--- src/rtl/sort_drain.sv ---
// Deskews a staggered sorter output into whole frames, buffers them in a small
// circular FIFO, and drains each frame one element per handshake in rank order.
package sort_pkg;
   localparam int W = 4;
   localparam int N = 8;
endpackage

module sort_drain #(
   parameter int W      = sort_pkg::W,
   parameter int N      = sort_pkg::N,
   parameter int FDEPTH = 2
) (
   input  logic                                 clk,
   input  logic                                 rst,
   input  logic                                 i_valid,
   input  logic [W-1:0][N-1:0]                  i_y_q,
   output logic                                 o_valid,
   input  logic                                 i_ready,
   output logic [N-1:0]                         o_data,
   output logic [((W > 1) ? $clog2(W) : 1)-1:0] o_idx,
   output logic                                 o_last,
   output logic                                 o_ovf,
   output logic                                 o_err
);

   localparam int IW = (W > 1) ? $clog2(W) : 1;
   localparam int PW = (FDEPTH > 1) ? $clog2(FDEPTH) : 1;
   localparam int CW = $clog2(FDEPTH + 1);

   typedef enum logic {IDLE = 1'b0, SEND = 1'b1} state_t;

   logic [W-1:0][N-1:0] aligned;
   logic                dvalid;

   // Lane l arrives l cycles late, so it needs W-1-l stages to line up with lane W-1.
   for (genvar l = 0; l < W; l++) begin : g_lane
      localparam int D = W - 1 - l;
      if (D == 0) begin : g_pass
         assign aligned[l] = i_y_q[l];
      end else begin : g_dly
         logic [D-1:0][N-1:0] sh_q;
         always_ff @(posedge clk or posedge rst) begin
            if (rst) begin
               sh_q <= '0;
            end else begin
               sh_q[0] <= i_y_q[l];
               for (int s = 1; s < D; s++) sh_q[s] <= sh_q[s-1];
            end
         end
         assign aligned[l] = sh_q[D-1];
      end
   end

   if (W > 1) begin : g_vpipe
      logic [W-2:0] vld_q;
      always_ff @(posedge clk or posedge rst) begin
         if (rst) begin
            vld_q <= '0;
         end else begin
            vld_q[0] <= i_valid;
            for (int s = 1; s < W - 1; s++) vld_q[s] <= vld_q[s-1];
         end
      end
      assign dvalid = vld_q[W-2];
   end else begin : g_vpass
      assign dvalid = i_valid;
   end

   function automatic logic [PW-1:0] ptr_inc(input logic [PW-1:0] p);
      return (p == PW'(FDEPTH - 1)) ? '0 : p + PW'(1);
   endfunction

   logic [FDEPTH-1:0][W-1:0][N-1:0] mem_q;
   logic [PW-1:0] wr_ptr_q, wr_ptr_d, rd_ptr_q, rd_ptr_d;
   logic [CW-1:0] cnt_q, cnt_d;
   logic [IW-1:0] idx_q, idx_d;
   state_t        state_q, state_d;
   logic          ovf_q, ovf_d, err_q, err_d;
   logic          hs, at_last, pop, full, wr_en;

   always_comb begin
      hs       = (state_q == SEND) && i_ready;
      at_last  = (idx_q == IW'(W - 1));
      pop      = hs && at_last;
      full     = (cnt_q == CW'(FDEPTH));
      // A final-element pop frees the head slot in time for a write on the same edge.
      wr_en    = dvalid && (!full || pop);
      ovf_d    = dvalid && full && !pop;
      err_d    = err_q | ovf_q;
      wr_ptr_d = wr_en ? ptr_inc(wr_ptr_q) : wr_ptr_q;
      rd_ptr_d = pop ? ptr_inc(rd_ptr_q) : rd_ptr_q;
      cnt_d    = cnt_q;
      if (wr_en && !pop)      cnt_d = cnt_q + CW'(1);
      else if (!wr_en && pop) cnt_d = cnt_q - CW'(1);
      idx_d    = idx_q;
      if (hs) idx_d = at_last ? '0 : idx_q + IW'(1);
      state_d  = (cnt_d != '0) ? SEND : IDLE;
      if (state_d == IDLE) idx_d = '0;
   end

   always_ff @(posedge clk or posedge rst) begin
      if (rst) begin
         wr_ptr_q <= '0;
         rd_ptr_q <= '0;
         cnt_q    <= '0;
         idx_q    <= '0;
         state_q  <= IDLE;
         ovf_q    <= 1'b0;
         err_q    <= 1'b0;
      end else begin
         wr_ptr_q <= wr_ptr_d;
         rd_ptr_q <= rd_ptr_d;
         cnt_q    <= cnt_d;
         idx_q    <= idx_d;
         state_q  <= state_d;
         ovf_q    <= ovf_d;
         err_q    <= err_d;
      end
   end

   // Frame storage carries no reset; o_data is gated so stale contents never show.
   always_ff @(posedge clk) begin
      if (wr_en) mem_q[wr_ptr_q] <= aligned;
   end

   assign o_valid = (state_q == SEND);
   assign o_data  = o_valid ? mem_q[rd_ptr_q][idx_q] : '0;
   assign o_idx   = idx_q;
   assign o_last  = o_valid && at_last;
   assign o_ovf   = ovf_q;
   assign o_err   = err_q;

endmodule

--- config.mk ---
export PLATFORM = sky130hd
export DESIGN_NAME = sort_drain
export DESIGN_NICKNAME = d
export VERILOG_FILES = /design/src/rtl/sort_drain.sv
export SDC_FILE = /design/constraint.sdc
export NUM_CORES = 1
export LEC_CHECK = 0
export CORE_MARGIN = 2
export CORE_UTILIZATION = 30
export CTS_BUF_LIST = sky130_fd_sc_hd__clkbuf_4 sky130_fd_sc_hd__clkbuf_8 sky130_fd_sc_hd__clkbuf_16
export DETAILED_ROUTE_END_ITERATION = 16
export PLACE_DENSITY = 0.6
export SETUP_SLACK_MARGIN = 0.3
export SKIP_LAST_GASP = 1
export SLEW_MARGIN = 5
export SYNTH_ARGS = -nofsm -noshare
export SYNTH_HDL_FRONTEND = slang
export SYNTH_SLANG_ARGS = --single-unit
--- constraint.sdc ---
create_clock -name clk -period 8.1 [get_ports clk]
set_input_delay 1.62 -clock clk [delete_from_list [all_inputs] [get_ports clk]]
set_output_delay 1.62 -clock clk [all_outputs]
set_load 0.02 [all_outputs]
==> results of run 1 <==
-- path summary, 6_finish.rpt --
path,from,endpoint,slack [ns],depth (start not counted)
max,o_idx[1],o_data[6],3.66,4
min,g_lane[1].g_dly.sh_q[2],aligned[10],0.35,0
max in group asynchronous,rst,o_err,5.85,3
max reg2reg,o_idx[1],mem_q[28],5.07,5
min reg2reg,g_lane[1].g_dly.sh_q[2],aligned[10],0.35,0
min in group asynchronous,rst,g_lane[1].g_dly.sh_q[3],1.74,3
-- area by class of cell --
type | count | area share (%)
clock inverter | 11 | 1.65
tap | 180 | 4.12
sequential | 124 | 62.6
inverter | 2 | 0.137
timing repair buffer | 52 | 9.37
multi-input combinational | 81 | 13.4
clock buffer | 21 | 8.76
-- logic make-up (layout without fill, tap and decap cells) --
| kind of cell | count (synthesis) | after routing | share of synthesized area (%) |
|---|---|---|---|
| adder cells (fa/ha/maj) | 2 | 2 | 0.594 |
| buffers and inverters | 8 | 86 | 1.34 |
| AO/OA/AOI/OAI | 22 | 22 | 3.36 |
| XOR/XNOR | 3 | 3 | 0.624 |
| flip-flops | 124 | 124 | 81.3 |
| multiplexers | 28 | 28 | 9.51 |
| AND/OR/NAND/NOR | 26 | 26 | 3.30 |
-- routing by layer --
metal  share of wire (%)  track usage, %
met2                  46            16.3
met3                 6.2            5.34
met4                 2.0            5.60
met1                  45            12.6
met5                   0               0
-- registers in the layout, indices dropped and copies added, names as in the netlist --
signal             cells
o_valid                1
o_err                  1
cnt_q                  2
aligned               16
wr_ptr_q               1
g_lane.g_dly.sh_q     32
g_vpipe.vld_q          3
o_idx                  2
rd_ptr_q               1
o_ovf                  1
mem_q                 64
-- worst max-delay path, delay by kind of cell, from the launching register on --
family	cells	cell delay, ns
AO/OA/AOI/OAI	1	0.22
buffers and inverters	1	0.54
flip-flops	1	1.11
multiplexers	1	0.43
AND/OR/NAND/NOR	1	0.10
-- placed cells by master, fill, tap and decap left out, types with 2 or more instances in the layout --
| cell | synthesis | layout |
|---|---|---|
| sky130_fd_sc_hd__and2_1 | 2 | 2 |
| sky130_fd_sc_hd__buf_4 | 1 | 3 |
| sky130_fd_sc_hd__clkbuf_16 | 0 | 18 |
| sky130_fd_sc_hd__clkbuf_4 | 0 | 2 |
| sky130_fd_sc_hd__clkdlybuf4s50_1 | 0 | 49 |
| sky130_fd_sc_hd__clkinv_2 | 0 | 5 |
| sky130_fd_sc_hd__dfrtp_1 | 60 | 60 |
| sky130_fd_sc_hd__edfxtp_1 | 64 | 64 |
| sky130_fd_sc_hd__ha_1 | 2 | 2 |
| sky130_fd_sc_hd__inv_4 | 0 | 3 |
| sky130_fd_sc_hd__mux2_2 | 16 | 16 |
| sky130_fd_sc_hd__mux2i_1 | 4 | 4 |
| sky130_fd_sc_hd__mux4_2 | 8 | 8 |
| sky130_fd_sc_hd__nand2_1 | 2 | 2 |
| sky130_fd_sc_hd__nand2b_1 | 2 | 2 |
| sky130_fd_sc_hd__nor2_1 | 10 | 10 |
| sky130_fd_sc_hd__nor3_1 | 2 | 2 |
| sky130_fd_sc_hd__o21ai_0 | 9 | 9 |
| sky130_fd_sc_hd__o22ai_1 | 8 | 8 |
| sky130_fd_sc_hd__xnor2_1 | 2 | 2 |
-- metrics by stage --
stage	util, %	cell area [um^2]
2_1_floorplan	-	4210
3_3_place_gp	35.6	4900
3_5_place_dp	35.6	4900
4_1_cts	39.7	5470
5_1_grt	39.7	5470
6_report	39.7	5470
-- power by group through the flow --
stage               combinational [mW]  sequential (mW)  clock, mW
floorplan                        0.301            0.835          0
global placement                 0.423            0.878          0
detailed placement               0.429            0.881          0
CTS                              0.432            0.869      0.733
global route                     0.462            0.882      0.757
finish                           0.424            0.866      0.714
==> results.cfg, run 1 <==
[status]
status = finished, final reports clean

[sta]
relSlewSlack_pct = 22.7
finClkSkew_ns = 0.0109
post-route-min-period_ns = 4.44
report.final.hold_viol_count = 0
timing.final.setup_violations = 0
rsz0062_at_grt = no
layout_worst_path_cycle_share_pct = 54.8
timing.setup.tns_ns = 0
fmaxAchievable_mhz = 225
slew_violations = 0
tightest_slew_ns = 1.16
hold-worst-slack_ns = 0.346
fin_ws_ns = 3.66

[clock_network]
ctsRootBufferMaster = sky130_fd_sc_hd__clkbuf_16
cts_num_sinks = 124
clkSlewWorstSetupHoldPaths_ns = 0.06
clock_latency_on_the_worst_skew_pair_ns = 0.42
htree_num_levels = 4
cts_inserted_buffers = 17
postCtsHoldBufs = 0
postCtsSetupBuffers = 0
clock_tree_from_tritoncts = done
post_cts_resized = 0
cts_max_path_buffers = 2

[place]
portBuffers = 49
placed_cells_incl_taps = 439
place.gp.congestion = 0.702
place_hpwl_um = 4270
post-place-ws_ns = 4.10

[worst_setup_path]
critPathLaunchType = flop
critical_path.slowest_cell = sky130_fd_sc_hd__dfrtp_1
critPathRequiredTime_ns = 6.48
worst_ep_arrival_time_ns = 2.82
timing_worst_setup_path_type = reg -> out
cpPeakStageDelay_ns = 1.11
critical_path_peak_fanout = 27
crit_path_cell_trace = mux2_2, o21ai_0, nor2_1, clkdlybuf4s50_1
crit_path_end_kind = output port

[synth]
synthTopCellsByArea = sky130_fd_sc_hd__edfxtp_1 (46%), sky130_fd_sc_hd__dfrtp_1 (36%), sky130_fd_sc_hd__mux2_2 (4.3%), sky130_fd_sc_hd__mux4_2 (4.3%), sky130_fd_sc_hd__o22ai_1 (1.2%)
synth.top_cell.area_share_pct = 45.6
syn-mean-instance-area_um2 = 19.8
synth.distinct_cells = 33
synth-async-reset-ratio_pct = 48.4
synth.net_count = 251
post_synth_instance_area_um2 = 4210
yosys_reg_bits = 124
synth_commonest_cells = sky130_fd_sc_hd__edfxtp_1 (64), sky130_fd_sc_hd__dfrtp_1 (60), sky130_fd_sc_hd__mux2_2 (16)
yosys_warnings = 0
yosys_most_used_dff = sky130_fd_sc_hd__edfxtp_1
synthDominantAreaCellType = sky130_fd_sc_hd__edfxtp_1
post_synth_edffs = 64
library_cell_with_the_highest_instance_count_after_synthesis = sky130_fd_sc_hd__edfxtp_1
seq_area_frac_synth_pct = 81.3
postSynthCellCount = 213

[final_layout]
area.growth.synth_to_final_pct = 29.9
drive_above_1_share_pct = 22.7
fillerInstances = 1299
fin_nets = 316
sequential_cell_area_um2 = 3420
final_cell_count_no_fill = 471
antenna_cells = 0
multi_input_area_um2 = 734

[power_and_ir_drop]
power.share.combinational_pct = 21.1
clock_power_share_pct = 35.6
report.power.total_mw = 2.00
power_density_over_the_cells_nw_per_um2 = 366
vdd_ir_drop_max_uv = 182
power.switching_fraction_pct = 27.7
power_switching_mw = 0.554
static_leakage_nw = 2.06
cellInternalPower_mw = 1.45
seq_power_share_pct = 43.2

[global_route]
grt.total_usage_pct = 10.7
grt_antenna_before_repair = 0
first_pass_grt_wire_length_um = 11400
first_global_vias = 2207
leftover_overflow_at_the_end_of_global_routing = 0
largest_net_degree_at_the_start_of_global_routing = 61

[die]
floorplan.die.width_um = 122
rows = 43
start_util_pct = 30.6
core_area_um2 = 13800
die_area_um2 = 15000
ioPinCount = 50
die_height_um = 122

[routing]
route.vias.total = 2015
detail_route.wirelength_um = 7150
antenna_violating_nets_post_route = 0
detail_route.wl_per_cell_um = 15.2
dr.pass1.iters = 4
drt-initial-drc-count = 115
drc_violation_count_after_routing = 0
routed_via_density = 4.28

[min_path]
hold_path.class = reg -> reg

[job]
drv.max_cap_violation_count = 0
(Power assumes the default switching activity.)
==> inputs of run 2 (changes only) <==
--- a/config.mk
+++ b/config.mk
@@ -9,7 +9,7 @@
 export CORE_UTILIZATION = 30
 export CTS_BUF_LIST = sky130_fd_sc_hd__clkbuf_4 sky130_fd_sc_hd__clkbuf_8 sky130_fd_sc_hd__clkbuf_16
 export DETAILED_ROUTE_END_ITERATION = 16
-export PLACE_DENSITY = 0.6
+export PLACE_DENSITY = 0.62
 export SETUP_SLACK_MARGIN = 0.3
 export SKIP_LAST_GASP = 1
 export SLEW_MARGIN = 5
==> constraint.sdc (replaced) <==
create_clock -name clk -period 3.55 [get_ports clk]
set_input_delay 0.71 -clock clk [delete_from_list [all_inputs] [get_ports clk]]
set_output_delay 0.71 -clock clk [all_outputs]
set_load 0.02 [all_outputs]
==> results.cfg, run 2 (synthesized netlist as in run 1, its figures left out) <==
[power_and_ir_drop]
report.power.total_mw = 4.82
static_leakage_nw = 2.10
power.share.combinational_pct = 21.2
seq_power_share_pct = 40.1
power.switching_fraction_pct = 26.2
power_switching_mw = 1.26
cellInternalPower_mw = 3.55
clock_power_share_pct = 38.7
power_density_over_the_cells_nw_per_um2 = 862
vdd_ir_drop_max_uv = 344

[worst_setup_path]
crit_path_end_kind = output port
timing_worst_setup_path_type = reg -> out
critPathLaunchType = flop
worst_ep_arrival_time_ns = 2.36
critical_path.slowest_cell = sky130_fd_sc_hd__clkdlybuf4s50_1
cpPeakStageDelay_ns = 0.63
crit_path_cell_trace = nand2b_1, o21ai_0, nor2_1, clkdlybuf4s50_1
critPathRequiredTime_ns = 2.84
critical_path_peak_fanout = 14

[clock_network]
post_cts_resized = 1
htree_num_levels = 4
clkSlewWorstSetupHoldPaths_ns = 0.05
clock_tree_from_tritoncts = done
ctsRootBufferMaster = sky130_fd_sc_hd__clkbuf_16
cts_max_path_buffers = 2
postCtsSetupBuffers = 0
cts_inserted_buffers = 17
postCtsHoldBufs = 0
cts_num_sinks = 124
clock_latency_on_the_worst_skew_pair_ns = 0.40

[global_route]
leftover_overflow_at_the_end_of_global_routing = 0
grt_antenna_before_repair = 0
first_global_vias = 2065
first_pass_grt_wire_length_um = 11200
grt.total_usage_pct = 10.4
largest_net_degree_at_the_start_of_global_routing = 61

[routing]
detail_route.wl_per_cell_um = 14.7
routed_via_density = 4.18
dr.pass1.iters = 4
drt-initial-drc-count = 140
wl_met2_um = 3200
detailroute.wirelength.met3_um = 438
detail_route.wirelength_um = 6960
drc_violation_count_after_routing = 0
antenna_violating_nets_post_route = 0
route.vias.total = 1978
wl_met1_um = 3220
maxUsedRoutingLayer = met4

[sta]
slew_violations = 0
report.final.hold_viol_count = 0
tightest_slew_ns = 0.532
fmaxAchievable_mhz = 326
timing.setup.tns_ns = 0
relSlewSlack_pct = 64.5
rsz0062_at_grt = no
post-route-min-period_ns = 3.07
timing.final.setup_violations = 0
layout_worst_path_cycle_share_pct = 86.4
finClkSkew_ns = 0.00485
fin_ws_ns = 0.483

[place]
placed_area_um2 = 4930
place.gp.congestion = 0.712
placed_cells_incl_taps = 441
portBuffers = 49
post-place-ws_ns = 0.700
place_hpwl_um = 4340

[final_layout]
fin_nets = 318
sequential_cell_area_um2 = 3420
final_design_area_no_fill_um2 = 5590
number_of_flip_flops_under_the_largest_register_name = 64
final_cell_count_no_fill = 473
area.growth.synth_to_final_pct = 32.7
fillerInstances = 1259
multi_input_area_um2 = 734
antenna_cells = 0
mostFrequentLayoutCell = sky130_fd_sc_hd__edfxtp_1
drive_above_1_share_pct = 23.2
largest_register = mem_q
commonest_non_fill_non_tap_cells_in_the_layout = sky130_fd_sc_hd__edfxtp_1 (64), sky130_fd_sc_hd__dfrtp_1 (59), sky130_fd_sc_hd__clkdlybuf4s50_1 (49), sky130_fd_sc_hd__clkbuf_16 (17), sky130_fd_sc_hd__mux2_2 (16)

[die]
die_height_um = 122
die_area_um2 = 15000
start_util_pct = 30.6
floorplan.die.width_um = 122
core_area_um2 = 13800
rows = 43
ioPinCount = 50

[job]
drv.max_cap_violation_count = 0

[status]
status = finished, final reports clean

[min_path]
hold_path.class = reg -> reg
## run 2: cell types whose count changed in the layout (fill, tap and decap cells not counted), sizes merged
cell,before,now
bufinv,1,5
clkbuf,21,18
inv,5,2
buf,3,5
clkinv,6,8
## run 2: final timing paths
path,from,end,slack (ns),depth (start not counted)
setup reg to reg,o_idx[0],mem_q[27],1.03,5
min in group asynchronous,rst,g_lane[0].g_dly.sh_q[3],0.69,3
max in group asynchronous,rst,rd_ptr_q,2.59,3
setup / recovery,o_idx[0],o_data[6],0.48,4
hold reg to reg,g_vpipe.vld_q[1],g_vpipe.vld_q[2],0.34,0
hold / removal,g_vpipe.vld_q[1],g_vpipe.vld_q[2],0.34,0
## run 2: cell type report
| type | count | share of cell area [%] |
|---|---|---|
| flip-flops and latches | 124 | 61.3 |
| multi-input cells | 81 | 13.1 |
| repair buffers | 54 | 9.67 |
| clock buffers | 18 | 7.86 |
| well taps | 180 | 4.03 |
| clock inverters | 14 | 3.92 |
| inverters | 2 | 0.134 |
## run 2: critical path: cells and delay by family, from the launching register on
family | cells | cell delay [ns]
AOI/OAI and AO/OA | 1 | 0.17
and+or+nand+nor | 2 | 0.59
DFF | 1 | 0.57
buffers and inverters | 1 | 0.63
## run 2: power groups by stage
stage	Combinational [mW]	Sequential (mW)	Clock, mW
global route	1.11	1.97	1.98
global placement	1.03	1.95	0
CTS	1.04	1.94	1.90
detailed placement	1.03	1.97	0
floorplan	0.688	1.91	0
finish	1.02	1.93	1.86
## run 2: per-stage QoR
| stage | utilization (%) | hold WS, ns |
|---|---|---|
| 6_report | 40.6 | 0.341 |
| 5_1_grt | 40.6 | 0.343 |
| 4_1_cts | 40.6 | 0.344 |
| 3_5_place_dp | 35.8 | 0.335 |
| 3_3_place_gp | 35.8 | 0.335 |
| 2_1_floorplan | - | 0.331 |
## run 2: routing by layer
layer	track usage, %	vias up
met3	4.09	11
li1	-	936
met4	4.60	0
met1	13.7	968
met5	0	-
met2	15.1	63
==> inputs of run 3 (changes only) <==
--- a/config.mk
+++ b/config.mk
@@ -5,11 +5,12 @@
 export SDC_FILE = /design/constraint.sdc
 export NUM_CORES = 1
 export LEC_CHECK = 0
+export CAP_MARGIN = 20
 export CORE_MARGIN = 2
 export CORE_UTILIZATION = 30
 export CTS_BUF_LIST = sky130_fd_sc_hd__clkbuf_4 sky130_fd_sc_hd__clkbuf_8 sky130_fd_sc_hd__clkbuf_16
 export DETAILED_ROUTE_END_ITERATION = 16
-export PLACE_DENSITY = 0.62
+export PLACE_DENSITY = 0.48
 export SETUP_SLACK_MARGIN = 0.3
 export SKIP_LAST_GASP = 1
 export SLEW_MARGIN = 5
==> results.cfg, run 3 (synthesized netlist as in run 1, its figures left out) <==
[status]
status = finished, final reports clean

[sta]
slew_violations = 0
post-route-min-period_ns = 3.07
timing.final.setup_violations = 0
layout_worst_path_cycle_share_pct = 86.4
rsz0062_at_grt = no
report.final.hold_viol_count = 0
timing.setup.tns_ns = 0
finClkSkew_ns = 0.00523
fin_ws_ns = 0.481
fmaxAchievable_mhz = 326
tightest_slew_ns = 0.539
relSlewSlack_pct = 64.1

[final_layout]
number_of_flip_flops_under_the_largest_register_name = 64
commonest_non_fill_non_tap_cells_in_the_layout = sky130_fd_sc_hd__edfxtp_1 (64), sky130_fd_sc_hd__dfrtp_1 (58), sky130_fd_sc_hd__clkdlybuf4s50_1 (49), sky130_fd_sc_hd__clkbuf_16 (17), sky130_fd_sc_hd__mux2_2 (16)
drive_above_1_share_pct = 24.1
fillerInstances = 1275
mostFrequentLayoutCell = sky130_fd_sc_hd__edfxtp_1
antenna_cells = 0
multi_input_area_um2 = 734
area.growth.synth_to_final_pct = 32.8
largest_register = mem_q
sequential_cell_area_um2 = 3430
fin_nets = 320

[worst_setup_path]
critPathLaunchType = flop
critical_path.slowest_cell = sky130_fd_sc_hd__clkdlybuf4s50_1
cp_top_family = buffers and inverters
critical_path_peak_fanout = 9
r2r-end = mem_q[26]
critical_path.n_buffers_inverters = 2
cp-endpoint = o_data[7]
cpPeakStageDelay_ns = 0.53
r2r_cells = 5
reg2reg_setup_slack_ns = 1.22
crit_path_cell_trace = buf_4, mux4_2, o22ai_1, nor2_1, clkdlybuf4s50_1
timing_worst_setup_path_type = reg -> out
worst_setup_path_startpoint = rd_ptr_q
crit_path_end_kind = output port
path_depth = 5
worst_ep_arrival_time_ns = 2.36
critPathRequiredTime_ns = 2.84
crit-reg2reg-launch = o_idx[1]

[routing]
antenna_violating_nets_post_route = 0
route.vias.total = 1988
detail_route.wirelength_um = 7280
dr.pass1.iters = 4
routed_via_density = 4.19
detail_route.wl_per_cell_um = 15.3
drt-initial-drc-count = 136
drc_violation_count_after_routing = 0

[clock_network]
cts_max_path_buffers = 2
cts_inserted_buffers = 17
clkSlewWorstSetupHoldPaths_ns = 0.05
ctsRootBufferMaster = sky130_fd_sc_hd__clkbuf_16
htree_num_levels = 4
cts_num_sinks = 124
clock_tree_from_tritoncts = done
postCtsHoldBufs = 0
postCtsSetupBuffers = 0
clock_latency_on_the_worst_skew_pair_ns = 0.40

[global_route]
met2_usage_pct = 16.3
first_pass_grt_wire_length_um = 11700
leftover_overflow_at_the_end_of_global_routing = 0
grt.total_usage_pct = 11.0
first_global_vias = 2205
largest_net_degree_at_the_start_of_global_routing = 40
grt_antenna_before_repair = 0
grtUsageMet3_pct = 4.32
grt.busiest_layer = met2
met1_usage_pct = 13.7

[place]
post-place-ws_ns = 0.719
place.gp.congestion = 0.692
portBuffers = 49
place_hpwl_um = 4690

[die]
die_height_um = 122
ioPinCount = 50
start_util_pct = 30.6
core_area_um2 = 13800
die_area_um2 = 15000
floorplan.die.width_um = 122
rows = 43

[power_and_ir_drop]
power_switching_mw = 1.25
clock_power_share_pct = 38.4
vdd_ir_drop_max_uv = 314
static_leakage_nw = 2.10
power.share.combinational_pct = 21.4
power_density_over_the_cells_nw_per_um2 = 862
seq_power_share_pct = 40.2
power.switching_fraction_pct = 26.0
cellInternalPower_mw = 3.57

[min_path]
hold_path_start = g_lane[0].g_dly.sh_q[4]
hold_path.class = reg -> reg

[job]
drv.max_cap_violation_count = 0
[run 3: per-layer routing]
metal	part of all wire, %	vias up
li1	-	942
met4	2.2	0
met3	5.3	13
met5	0	-
met1	46	983
met2	47	50
[run 3: stage by stage]
stage          power (mW)  instance area (um^2)  cells  hold slack (ns)  utilization [%]
6_report             4.82                  5590    475            0.339             40.6
5_1_grt              5.06                  5590    475            0.344             40.6
4_1_cts              4.90                  5590    475            0.341             40.6
3_5_place_dp         3.03                  4950    443            0.335             35.9
3_3_place_gp         3.02                  4950    443            0.331             35.9
2_1_floorplan        2.59                  4210    213            0.331                -
[run 3: layout make-up]
class,instances,share of cell area [%]
inverter,2,0.134
tap,180,4.03
clock inverter,12,3.51
sequential,124,61.3
clock buffer,20,8.01
timing repair buffer,56,9.93
multi-input combinational,81,13.1
[run 3: worst min path at each step]
stage / endpoint / slack [ns] / cells past startpoint
after floorplan: aligned[0] / 0.33 / 0
after global placement: g_vpipe.vld_q[2] / 0.33 / 0
after detailed placement: aligned[0] / 0.33 / 0
after CTS: g_lane[0].g_dly.sh_q[12] / 0.34 / 0
after global routing: g_lane[0].g_dly.sh_q[12] / 0.34 / 0
final: g_lane[0].g_dly.sh_q[12] / 0.34 / 0
[run 3: power by group through the flow]
| stage | logic [mW] | registers (mW) | clock network [mW] |
|---|---|---|---|
| 2_1_floorplan | 0.688 | 1.91 | 0 |
| 3_3_place_gp | 1.05 | 1.96 | 0 |
| 3_5_place_dp | 1.06 | 1.97 | 0 |
| 4_1_cts | 1.06 | 1.95 | 1.89 |
| 5_1_grt | 1.13 | 1.97 | 1.96 |
| 6_report | 1.03 | 1.94 | 1.85 |
[run 3: repair_timing]
action,in CTS,in global routing
resized for setup,1,1
endpoints found under the setup margin,3,4
endpoints found under the hold margin,0,0
